`config.mk`:
```
export PLATFORM = sky130hd
export DESIGN_NAME = nes_pad_scheduler_flat
export DESIGN_NICKNAME = d
export VERILOG_FILES = /design/src/rtl/nes_pad_scheduler_if.sv /design/src/rtl/nes_pad_scheduler.sv /design/src/flat_wrapper.sv
export SDC_FILE = /design/constraint.sdc
export NUM_CORES = 1
export LEC_CHECK = 0
export CORE_ASPECT_RATIO = 0.6
export CORE_MARGIN = 1.5
export CORE_UTILIZATION = 46
export DETAILED_ROUTE_END_ITERATION = 12
export GPL_ROUTABILITY_DRIVEN = 1
export PLACE_DENSITY = 0.68
export SYNTH_ARGS = -nofsm -noshare
export SYNTH_HDL_FRONTEND = slang
export SYNTH_SLANG_ARGS = --single-unit
```
`constraint.sdc`:
```
create_clock -name PCLK -period 15.2 [get_ports PCLK]
set_clock_uncertainty 0.2 [all_clocks]
set_input_delay 3.8 -clock PCLK [delete_from_list [all_inputs] [get_ports PCLK]]
set_output_delay 3.8 -clock PCLK [all_outputs]
set_load 0.01 [all_outputs]
```
`src/rtl/nes_pad_scheduler_if.sv`:
```
// ============================================================================
// Module   : nes_pad_scheduler_if
// Brief    : APB3 slave-side bus bundle for the NES pad scheduler.
// Revision : 1.0
// ============================================================================
`default_nettype none

interface nes_pad_scheduler_if;
    logic        PSEL;
    logic        PENABLE;
    logic        PWRITE;
    logic [7:0]  PADDR;
    logic [31:0] PWDATA;
    logic [31:0] PRDATA;
    logic        PREADY;
    logic        PSLVERR;

    modport slave (
        input  PSEL, PENABLE, PWRITE, PADDR, PWDATA,
        output PRDATA, PREADY, PSLVERR
    );

    modport master (
        output PSEL, PENABLE, PWRITE, PADDR, PWDATA,
        input  PRDATA, PREADY, PSLVERR
    );
endinterface

`default_nettype wire

```
`src/rtl/nes_pad_scheduler.sv`:
```
// ============================================================================
// Module   : nes_pad_scheduler
// Brief    : APB3 poller for two NES pads on a shared latch/clock pair.
// Revision : 1.0
// ============================================================================
`default_nettype none

module nes_pad_scheduler #(
    parameter int HALF_DIV = 600,
    parameter int PERIOD_W = 24
) (
    input  logic                 PCLK,
    input  logic                 PRESET,
    nes_pad_scheduler_if.slave   apb,
    output logic                 pad_latch,
    output logic                 pad_clock,
    input  logic                 pad_data0,
    input  logic                 pad_data1,
    output logic                 irq
);

    localparam int              c_DIV_W    = (HALF_DIV > 1) ? $clog2(HALF_DIV) : 1;
    localparam logic [c_DIV_W-1:0] c_DIV_LAST = c_DIV_W'(HALF_DIV - 1);
    localparam logic [7:0]      c_A_CTRL   = 8'h00;
    localparam logic [7:0]      c_A_PERIOD = 8'h04;
    localparam logic [7:0]      c_A_PAD0   = 8'h08;
    localparam logic [7:0]      c_A_PAD1   = 8'h0C;
    localparam logic [7:0]      c_A_PRESS  = 8'h10;
    localparam logic [7:0]      c_A_STATUS = 8'h14;

    typedef enum logic [2:0] {
        S_IDLE   = 3'd0,
        S_LATCH  = 3'd1,
        S_SAMPLE = 3'd2,
        S_CLK_HI = 3'd3,
        S_DONE   = 3'd4
    } state_t;

    state_t               state_q, state_d;
    logic [c_DIV_W-1:0]   div_q, div_d;
    logic [3:0]           bitcnt_q, bitcnt_d;
    logic [7:0]           shift0_q, shift0_d, shift1_q, shift1_d;
    logic [2:0]           ctrl_q, ctrl_d;
    logic [PERIOD_W-1:0]  period_q, period_d, per_cnt_q, per_cnt_d;
    logic [7:0]           pad0_q, pad0_d, pad1_q, pad1_d;
    logic [15:0]          press_q, press_d;
    logic                 ovr_q, ovr_d;
    logic [7:0]           fcnt_q, fcnt_d;
    logic                 pend_q, pend_d, pend_trig_q, pend_trig_d;
    logic                 latch_q, latch_d, clock_q, clock_d, irq_q, irq_d;

    logic [15:0]          w_press_set, w_press_clr;
    logic                 w_ovr_set;
    logic [31:0]          w_rdata;

    wire w_wr        = apb.PSEL & apb.PENABLE & apb.PWRITE;
    wire w_wr_ctrl   = w_wr && (apb.PADDR == c_A_CTRL);
    wire w_wr_period = w_wr && (apb.PADDR == c_A_PERIOD);
    wire w_wr_press  = w_wr && (apb.PADDR == c_A_PRESS);
    wire w_wr_status = w_wr && (apb.PADDR == c_A_STATUS);
    wire w_idle      = (state_q == S_IDLE);
    wire w_tick      = (div_q == c_DIV_LAST);
    wire w_trig      = w_wr_ctrl & apb.PWDATA[3];
    wire w_per_wrap  = (period_q == '0) || (per_cnt_q == period_q - PERIOD_W'(1));
    // PERIOD=0 degenerates into "poll whenever idle", never a busy-time request.
    wire w_per_req   = ctrl_q[0] && ((period_q == '0) ? w_idle : w_per_wrap);
    wire w_req       = w_per_req | w_trig;
    wire w_unused_ok = &{1'b0, apb.PWDATA};

    always_comb begin
        state_d     = state_q;
        div_d       = (w_idle || w_tick) ? '0 : div_q + c_DIV_W'(1);
        bitcnt_d    = bitcnt_q;
        shift0_d    = shift0_q;
        shift1_d    = shift1_q;
        ctrl_d      = w_wr_ctrl ? apb.PWDATA[2:0] : ctrl_q;
        period_d    = w_wr_period ? apb.PWDATA[PERIOD_W-1:0] : period_q;
        per_cnt_d   = (!ctrl_q[0] || w_wr_period || w_per_wrap) ? '0 : per_cnt_q + PERIOD_W'(1);
        pad0_d      = pad0_q;
        pad1_d      = pad1_q;
        fcnt_d      = fcnt_q;
        pend_d      = pend_q;
        pend_trig_d = pend_trig_q;
        w_press_set = '0;
        w_press_clr = w_wr_press ? apb.PWDATA[15:0] : '0;
        w_ovr_set   = 1'b0;

        if (w_idle) begin
            if (w_req || pend_q) begin
                state_d     = S_LATCH;
                bitcnt_d    = '0;
                pend_d      = 1'b0;
                pend_trig_d = 1'b0;
            end
        end else if (w_req) begin
            if (pend_q) w_ovr_set = 1'b1;
            else        pend_d    = 1'b1;
            pend_trig_d = pend_trig_q | w_trig;
        end

        // Dropping EN discards a queued periodic poll but never a software trigger.
        if (w_wr_ctrl && !apb.PWDATA[0] && !pend_trig_d) pend_d = 1'b0;

        case (state_q)
            S_LATCH:  if (w_tick) state_d = S_SAMPLE;
            S_SAMPLE: if (w_tick) begin
                shift0_d = {shift0_q[6:0], ~pad_data0};
                shift1_d = {shift1_q[6:0], ~pad_data1};
                bitcnt_d = bitcnt_q + 4'd1;
                state_d  = (bitcnt_q == 4'd7) ? S_DONE : S_CLK_HI;
            end
            S_CLK_HI: if (w_tick) state_d = S_SAMPLE;
            S_DONE: begin
                w_press_set[7:0] = shift0_q & ~pad0_q;
                pad0_d           = shift0_q;
                if (ctrl_q[1]) begin
                    w_press_set[15:8] = shift1_q & ~pad1_q;
                    pad1_d            = shift1_q;
                end else begin
                    pad1_d = '0;
                end
                fcnt_d  = fcnt_q + 8'd1;
                state_d = S_IDLE;
            end
            default: ;
        endcase

        press_d = (press_q & ~w_press_clr) | w_press_set;
        ovr_d   = (ovr_q & ~(w_wr_status & apb.PWDATA[1])) | w_ovr_set;
        latch_d = (state_d == S_LATCH);
        clock_d = (state_d == S_CLK_HI);
        irq_d   = ctrl_q[2] & (|press_q);
    end

    always_ff @(posedge PCLK or posedge PRESET) begin
        if (PRESET) begin
            state_q     <= S_IDLE;
            div_q       <= '0;
            bitcnt_q    <= '0;
            shift0_q    <= '0;
            shift1_q    <= '0;
            ctrl_q      <= '0;
            period_q    <= '0;
            per_cnt_q   <= '0;
            pad0_q      <= '0;
            pad1_q      <= '0;
            press_q     <= '0;
            ovr_q       <= 1'b0;
            fcnt_q      <= '0;
            pend_q      <= 1'b0;
            pend_trig_q <= 1'b0;
            latch_q     <= 1'b0;
            clock_q     <= 1'b0;
            irq_q       <= 1'b0;
        end else begin
            state_q     <= state_d;
            div_q       <= div_d;
            bitcnt_q    <= bitcnt_d;
            shift0_q    <= shift0_d;
            shift1_q    <= shift1_d;
            ctrl_q      <= ctrl_d;
            period_q    <= period_d;
            per_cnt_q   <= per_cnt_d;
            pad0_q      <= pad0_d;
            pad1_q      <= pad1_d;
            press_q     <= press_d;
            ovr_q       <= ovr_d;
            fcnt_q      <= fcnt_d;
            pend_q      <= pend_d;
            pend_trig_q <= pend_trig_d;
            latch_q     <= latch_d;
            clock_q     <= clock_d;
            irq_q       <= irq_d;
        end
    end

    always_comb begin
        w_rdata = '0;
        if (apb.PSEL && !apb.PWRITE) begin
            case (apb.PADDR)
                c_A_CTRL:   w_rdata[2:0]          = ctrl_q;
                c_A_PERIOD: w_rdata[PERIOD_W-1:0] = period_q;
                c_A_PAD0:   w_rdata[7:0]          = pad0_q;
                c_A_PAD1:   w_rdata[7:0]          = pad1_q;
                c_A_PRESS:  w_rdata[15:0]         = press_q;
                c_A_STATUS: w_rdata[15:0]         = {fcnt_q, 6'b0, ovr_q, !w_idle};
                default:    w_rdata               = '0;
            endcase
        end
    end

    assign apb.PRDATA  = w_rdata;
    assign apb.PREADY  = 1'b1;
    assign apb.PSLVERR = 1'b0;
    assign pad_latch   = latch_q;
    assign pad_clock   = clock_q;
    assign irq         = irq_q;

endmodule

`default_nettype wire

```
`src/flat_wrapper.sv`:
```
// flat-port wrapper written by rule: the top's interface ports become plain ports
module nes_pad_scheduler_flat 
#(
    parameter int HALF_DIV = 600,
    parameter int PERIOD_W = 24
)
  (PCLK, PRESET, pad_latch, pad_clock, pad_data0, pad_data1, irq, apb_PSEL, apb_PENABLE, apb_PWRITE, apb_PADDR, apb_PWDATA, apb_PRDATA, apb_PREADY, apb_PSLVERR);
  nes_pad_scheduler_if apb_i ();
  input  logic PCLK;
  input  logic PRESET;
  output logic pad_latch;
  output logic pad_clock;
  input  logic pad_data0;
  input  logic pad_data1;
  output logic irq;
  input wire logic [$bits(apb_i.PSEL)-1:0] apb_PSEL;
  input wire logic [$bits(apb_i.PENABLE)-1:0] apb_PENABLE;
  input wire logic [$bits(apb_i.PWRITE)-1:0] apb_PWRITE;
  input wire logic [$bits(apb_i.PADDR)-1:0] apb_PADDR;
  input wire logic [$bits(apb_i.PWDATA)-1:0] apb_PWDATA;
  output wire logic [$bits(apb_i.PRDATA)-1:0] apb_PRDATA;
  output wire logic [$bits(apb_i.PREADY)-1:0] apb_PREADY;
  output wire logic [$bits(apb_i.PSLVERR)-1:0] apb_PSLVERR;
  assign apb_i.PSEL = apb_PSEL;
  assign apb_i.PENABLE = apb_PENABLE;
  assign apb_i.PWRITE = apb_PWRITE;
  assign apb_i.PADDR = apb_PADDR;
  assign apb_i.PWDATA = apb_PWDATA;
  assign apb_PRDATA = apb_i.PRDATA;
  assign apb_PREADY = apb_i.PREADY;
  assign apb_PSLVERR = apb_i.PSLVERR;
  nes_pad_scheduler #(.HALF_DIV(HALF_DIV), .PERIOD_W(PERIOD_W)) u_core (.PCLK(PCLK), .PRESET(PRESET), .apb(apb_i), .pad_latch(pad_latch), .pad_clock(pad_clock), .pad_data0(pad_data0), .pad_data1(pad_data1), .irq(irq));
endmodule
```
**Word level (Yosys, flattened, before mapping)**

Index checks and enable logic that the tools add are counted.

- Flip-flop bits (word level): 130
- Input bits: 47
- Logic and storage cells: 115
- Output and inout bits: 37

- Add/sub/neg operators: 5
- Muxes and demuxes: 32
- Equal/unequal tests: 15
- Bitwise logic cells: 19
- Reduce and logical (&&, ||, !) cells: 26

Operators by type and width:

| kind | count |
|---|---|
| $mux W24 | 2 |
| $mux W16 | 2 |
| $add A24 B1 Y24 const B | 1 |
| $eq A24 B24 Y1 | 1 |
| $logic_not A24 Y1 | 1 |
| $mux W8 | 3 |
| $pmux W8 S3 | 1 |
| $sub A24 B1 Y24 const B | 1 |
| $pmux W5 S4 | 1 |
| $pmux W3 S6 | 1 |
| $and A16 B16 Y16 | 1 |
| $and A8 B8 Y8 | 2 |
| $eq A8 B4 Y1 const B | 2 |
| $eq A8 B5 Y1 const B | 2 |
| $mux W4 | 4 |
| $not A16 Y16 | 1 |
| $not A8 Y8 | 2 |
| $or A16 B16 Y16 | 1 |
| $reduce_or A16 Y1 | 1 |
| $mux W3 | 5 |
| $mux W1 | 11 |
| $add A10 B1 Y10 const B | 1 |
| $eq A10 B10 Y1 const B | 1 |
| $mux W10 | 1 |
| 20 further kinds | 48 |

**Logic depth before layout (Yosys ltp)**

- Word-level depth: 13
- Gate-level depth with buffers: 12
- Gate-level depth less buffers: 11

**Worst setup path after synthesis**

Ideal clock, no wire load.

- Path type: input port to output port
- Start point: in apb_PADDR[5]
- End point: out apb_PRDATA[11]
- Arrival: 5.240 ns
- Buffers on the path: 2
- Cell stages on the path: 6
- Path slack: 5.960 ns
- Data required time: 11.200 ns
- Path through: nor4_1 > and3_1 > clkbuf_1 > clkbuf_1 > a222oi_1 > nor2_1

- Cells in the longest elaborated chain, start to end: 3
- Elaborated cells between the ends (all ways): 5
- Classes of those cells: 3 x eq/ne; 2 x mux

Ends and longest elaborated chain:

| what | line | RTL |
|---|---|---|
| start, declared | flat_wrapper.sv:19 | `input wire logic [$bits(apb_i.PADDR)-1:0] apb_PADDR;` |
| $eq A8 B5 Y1 or $eq A8 B3 Y1 (tied branches) | nes_pad_scheduler.sv:180 | `case (apb.PADDR)` |
| $pmux W8 S3 (*) | nes_pad_scheduler.sv:180 |  |
| $mux W24 (*) | nes_pad_scheduler.sv:179 | `if (apb.PSEL && !apb.PWRITE) begin` |
| end, declared | flat_wrapper.sv:21 | `output wire logic [$bits(apb_i.PRDATA)-1:0] apb_PRDATA;` |

Every way passes the cells marked *; elsewhere a longest branch is shown, timed or not.

**Worst setup path after layout**

- Start point: in apb_PADDR[2]
- End point: out apb_PRDATA[13]

The elaborated chain is that of the path after synthesis.

==> metrics.md <==
| Metric | Value |
|---|---|
| Max-slew violations | `0` |
| Rows | `34` |
| Setup CP Type | `primary input to output port` |
| TritonCTS clock tree | `done` |
| Max Root-Sink Buffers | `2` |
| Post-Layout Inst Area | `0.00834 sq mm` |
| Die Area | `about 0.016 sq mm` |
| Share of cells above drive strength 1 | `9.97%` |
| Cell area after synthesis | `0.00696 sq mm` |
| Avg WL per Cell | `18.8 um` |
| Tot GR Track Use | `24.4%` |
| Setup tns final | `0 ns` |
| PortBufs | `65` |
| Post-route DRC | `0` |
| PD cells | `just over 100 mW/mm^2` |
| #FFs+latches synth | `130` |
| First-pass GRT wire length | `29800 um` |
| Kind of end point of the critical path | `output port` |
| Initial antenna violation count | `0` |
| R2R Path End | `u_core.per_cnt_q[14]` |
| Final RePlAce weighted congestion | `0.891` |
| Final wirelength | `18600 um` |
| Crit Reg-Reg Startpoint | `u_core.period_q[0]` |
| CTS Root Cell | `clkbuf_16` |
| Post-Synthesis Cells | `about 730` |
| Hold depth | `1` |
| DP HPWL | `13300 um` |
| RSZ-0062 raised after global routing | `false` |
| Final period util | `72.4%` |
| Crit path DAT | `7.01 ns` |
| Yosys cell types | `60` |
| Die height | `98.3 um` |
| Final #Nets | `around 830` |
| Critical Path Fanout Max | `19` |
| Largest net degree at the start of global routing | `77` |
| Drt first pass iters | `7` |
| Post-route ant nets | `0` |
| Clock sink total | `130` |
| Status | `finished, final reports clean` |
| Vias in the first global route | `5488` |
| Io pins | `84` |
| Post-CTS Setup Repair Bufs | `0` |
| Rel. slew slack | `about a quarter` |
| R2R Setup Slk | `~11 ns` |
| Slew @ Worst Pin | `1.12 ns` |
| YS warnings | `0` |
| Max-cap violation count | `0` |
| HP Class | `flop to flop` |
| Hold buffer count at cts | `0` |
| Via density | `approximately 5.8` |
| Antenna fix cells | `0` |
| Final Setup Violations | `0` |
| WP data required | `11.20 ns` |
| Final Hold Violating Endpoints | `0` |
| Clk pin slew, worst setup/hold paths | `0.06 ns` |
| Worst r2r path cells | `11` |
| Max VDD drop | `0.0637 mV` |
| Clock Latency Late Sink | `approximately 0.41 ns` |
| Fmax | `90.8 MHz` |
| Seq/Total Area, Yosys | `46.8%` |
| Drt initial violations | `a little over 500` |
| Placed Area | `~0.0077 sq mm` |
| Die width | `about 160 um` |
| Post-route minimum period | `between 10 and 15 ns` |
| TritonCTS Buffers | `17` |
| Post-synth ARST share | `100%` |
| Area Overhead vs Synth | `19.9%` |
| Via count | `5729` |
| Core Footprint | `between 0.01 and 0.015 sq mm` |
| H-tree depth | `4` |
| Startpoint types | `primary input` |
| Post-synth EDFFs | `0` |
| Worst hold path startpoint | `u_core.fcnt_q[7]` |
| Leak Pwr | `around 0.0037 uW` |
| Ys flop type | `dfrtp_1` |
| PostCTS Resize Cnt | `0` |
| Total grt overflow | `0` |
| Hold endpoint | `u_core.fcnt_q[7]` |
| Avg Inst Size Synth | `approximately 9.5 sq um` |
| Starting Density | `47.5%` |
-- stage by stage --
stage	setup WS (ns)	hold WS, ns	std cells	utilization (%)	power [uW]
2_1_floorplan	5.96	0.246	742	-	387
3_3_place_gp	4.25	0.271	959	52.5	404
6_report	4.19	0.275	990	57.0	856
4_1_cts	4.27	0.277	990	57.0	863
5_1_grt	4.02	0.289	990	57.0	886
3_5_place_dp	4.29	0.268	959	52.5	405
-- registers in the layout, summed over array words and instances (netlist names), 3 cells and up --
name,count
u_core.per_cnt_q,24
u_core.period_q,24
u_core.press_q,16
u_core.div_q,10
u_core.fcnt_q,8
u_core.pad0_q,8
u_core.pad1_q,8
u_core.shift0_q,8
u_core.shift1_q,8
u_core.bitcnt_q,4
u_core.ctrl_q,3
u_core.state_q,3
-- worst max-delay path, stage by stage --
cell	delay (ns)
clkdlybuf4s50_1	0.86
nor4_1	0.12
and3_1	0.48
o31ai_1	0.98
nor2_1	0.22
clkdlybuf4s50_1	0.55
-- worst max-delay path by stage --
| stage | from | end | cells after the start | slack (ns) |
|---|---|---|---|---|
| 3_3_place_gp | apb_PADDR[2] | apb_PRDATA[14] | 6 | 4.25 |
| 2_1_floorplan | apb_PADDR[5] | apb_PRDATA[11] | 6 | 5.96 |
| 4_1_cts | apb_PADDR[2] | apb_PRDATA[14] | 6 | 4.27 |
| 5_1_grt | apb_PADDR[2] | apb_PRDATA[13] | 6 | 4.02 |
| 6_report | apb_PADDR[2] | apb_PRDATA[13] | 6 | 4.19 |
| 3_5_place_dp | apb_PADDR[2] | apb_PRDATA[14] | 6 | 4.29 |
-- cells in the mapped netlist (2+ instances only) --
| master | instances | area, sq um |
|---|---|---|
| mux2i_1 | 9 | 90.1 |
| and2_1 | 3 | 18.8 |
| o21ai_0 | 28 | 140 |
| and3_1 | 20 | 125 |
| a41oi_1 | 3 | 26.3 |
| o31ai_1 | 4 | 30.0 |
| or4b_2 | 2 | 20.0 |
| conb_1 | 2 | 7.51 |
| buf_2 | 3 | 15.0 |
| a222oi_1 | 10 | 100 |
| nand3_1 | 35 | 175 |
| or4_1 | 4 | 30.0 |
| buf_4 | 14 | 105 |
| inv_1 | 30 | 113 |
| nor2_1 | 80 | 300 |
| a31oi_1 | 7 | 43.8 |
| nor4_4 | 2 | 42.5 |
| o22ai_1 | 2 | 12.5 |
| a32o_1 | 16 | 160 |
| nor3b_1 | 2 | 15.0 |
| mux2_2 | 27 | 304 |
| o2111ai_1 | 2 | 17.5 |
| nor4_1 | 10 | 62.6 |
| a221oi_1 | 7 | 61.3 |
| nor3_1 | 13 | 65.1 |
| clkbuf_1 | 32 | 120 |
| a21oi_1 | 11 | 55.1 |
| ha_1 | 6 | 75.1 |
| nor4b_1 | 3 | 26.3 |
| or4_4 | 2 | 22.5 |
| a22oi_1 | 3 | 22.5 |
| nand2b_1 | 3 | 18.8 |
| dfrtp_1 | 130 | 3250 |
| nand4_1 | 13 | 81.3 |
| buf_1 | 2 | 7.51 |
| xor2_1 | 39 | 342 |
| nand2_1 | 105 | 394 |
| xnor2_1 | 28 | 245 |
-- layout make-up --
type	instances	area [sq um]
clock buffer	22	484
clock inverter	9	176
fill	1267	6290
inverter	30	115
multi-input combinational	531	3380
sequential	130	3250
tap	198	248
timing repair buffer	70	688
-- cells in the final DEF (no fill, tap or decap), types with 13 or more instances in the layout --
master,Yosys,layout
clkdlybuf4s50_1,0,65
nor3_1,13,13
and3_1,20,20
nand3_1,35,35
nand2_1,105,105
inv_1,30,29
mux2_2,27,27
dfrtp_1,130,130
nor2_1,80,80
xnor2_1,28,28
a32o_1,16,16
o21ai_0,28,28
xor2_1,39,39
clkbuf_16,0,17
nand4_1,13,13
-- report_power, final --
group / switching [uW] / total [uW] / internal, uW
Combinational: 28.5 / 49.4 / 20.9
Sequential: 2.38 / 350 / 347
Clock: 150 / 457 / 307
Total: 181 / 856 / 676
-- per-layer routing --
metal | GRT usage, % | part of all wire [%]
met3 | 5.99 | 9.2
met4 | 5.86 | 0.77
met2 | 34.8 | 42
met1 | 37.0 | 48
met5 | 0 | 0
-- kinds of logic (layout without fill, tap and decap cells) --
kind of cell / after synthesis / after routing / synth area share, %
buffers and inverters: 81 / 131 / 5.18
muxes: 36 / 36 / 5.67
DFF: 130 / 130 / 46.8
other: 2 / 10 / 0.108
xor gates and xnor gates: 67 / 67 / 8.44
AOI/OAI and AO/OA: 102 / 102 / 10.8
adders and majority gates: 6 / 6 / 1.08
and+or+nand+nor: 310 / 310 / 21.9
No activity file was read; power rests on OpenSTA's default activity.
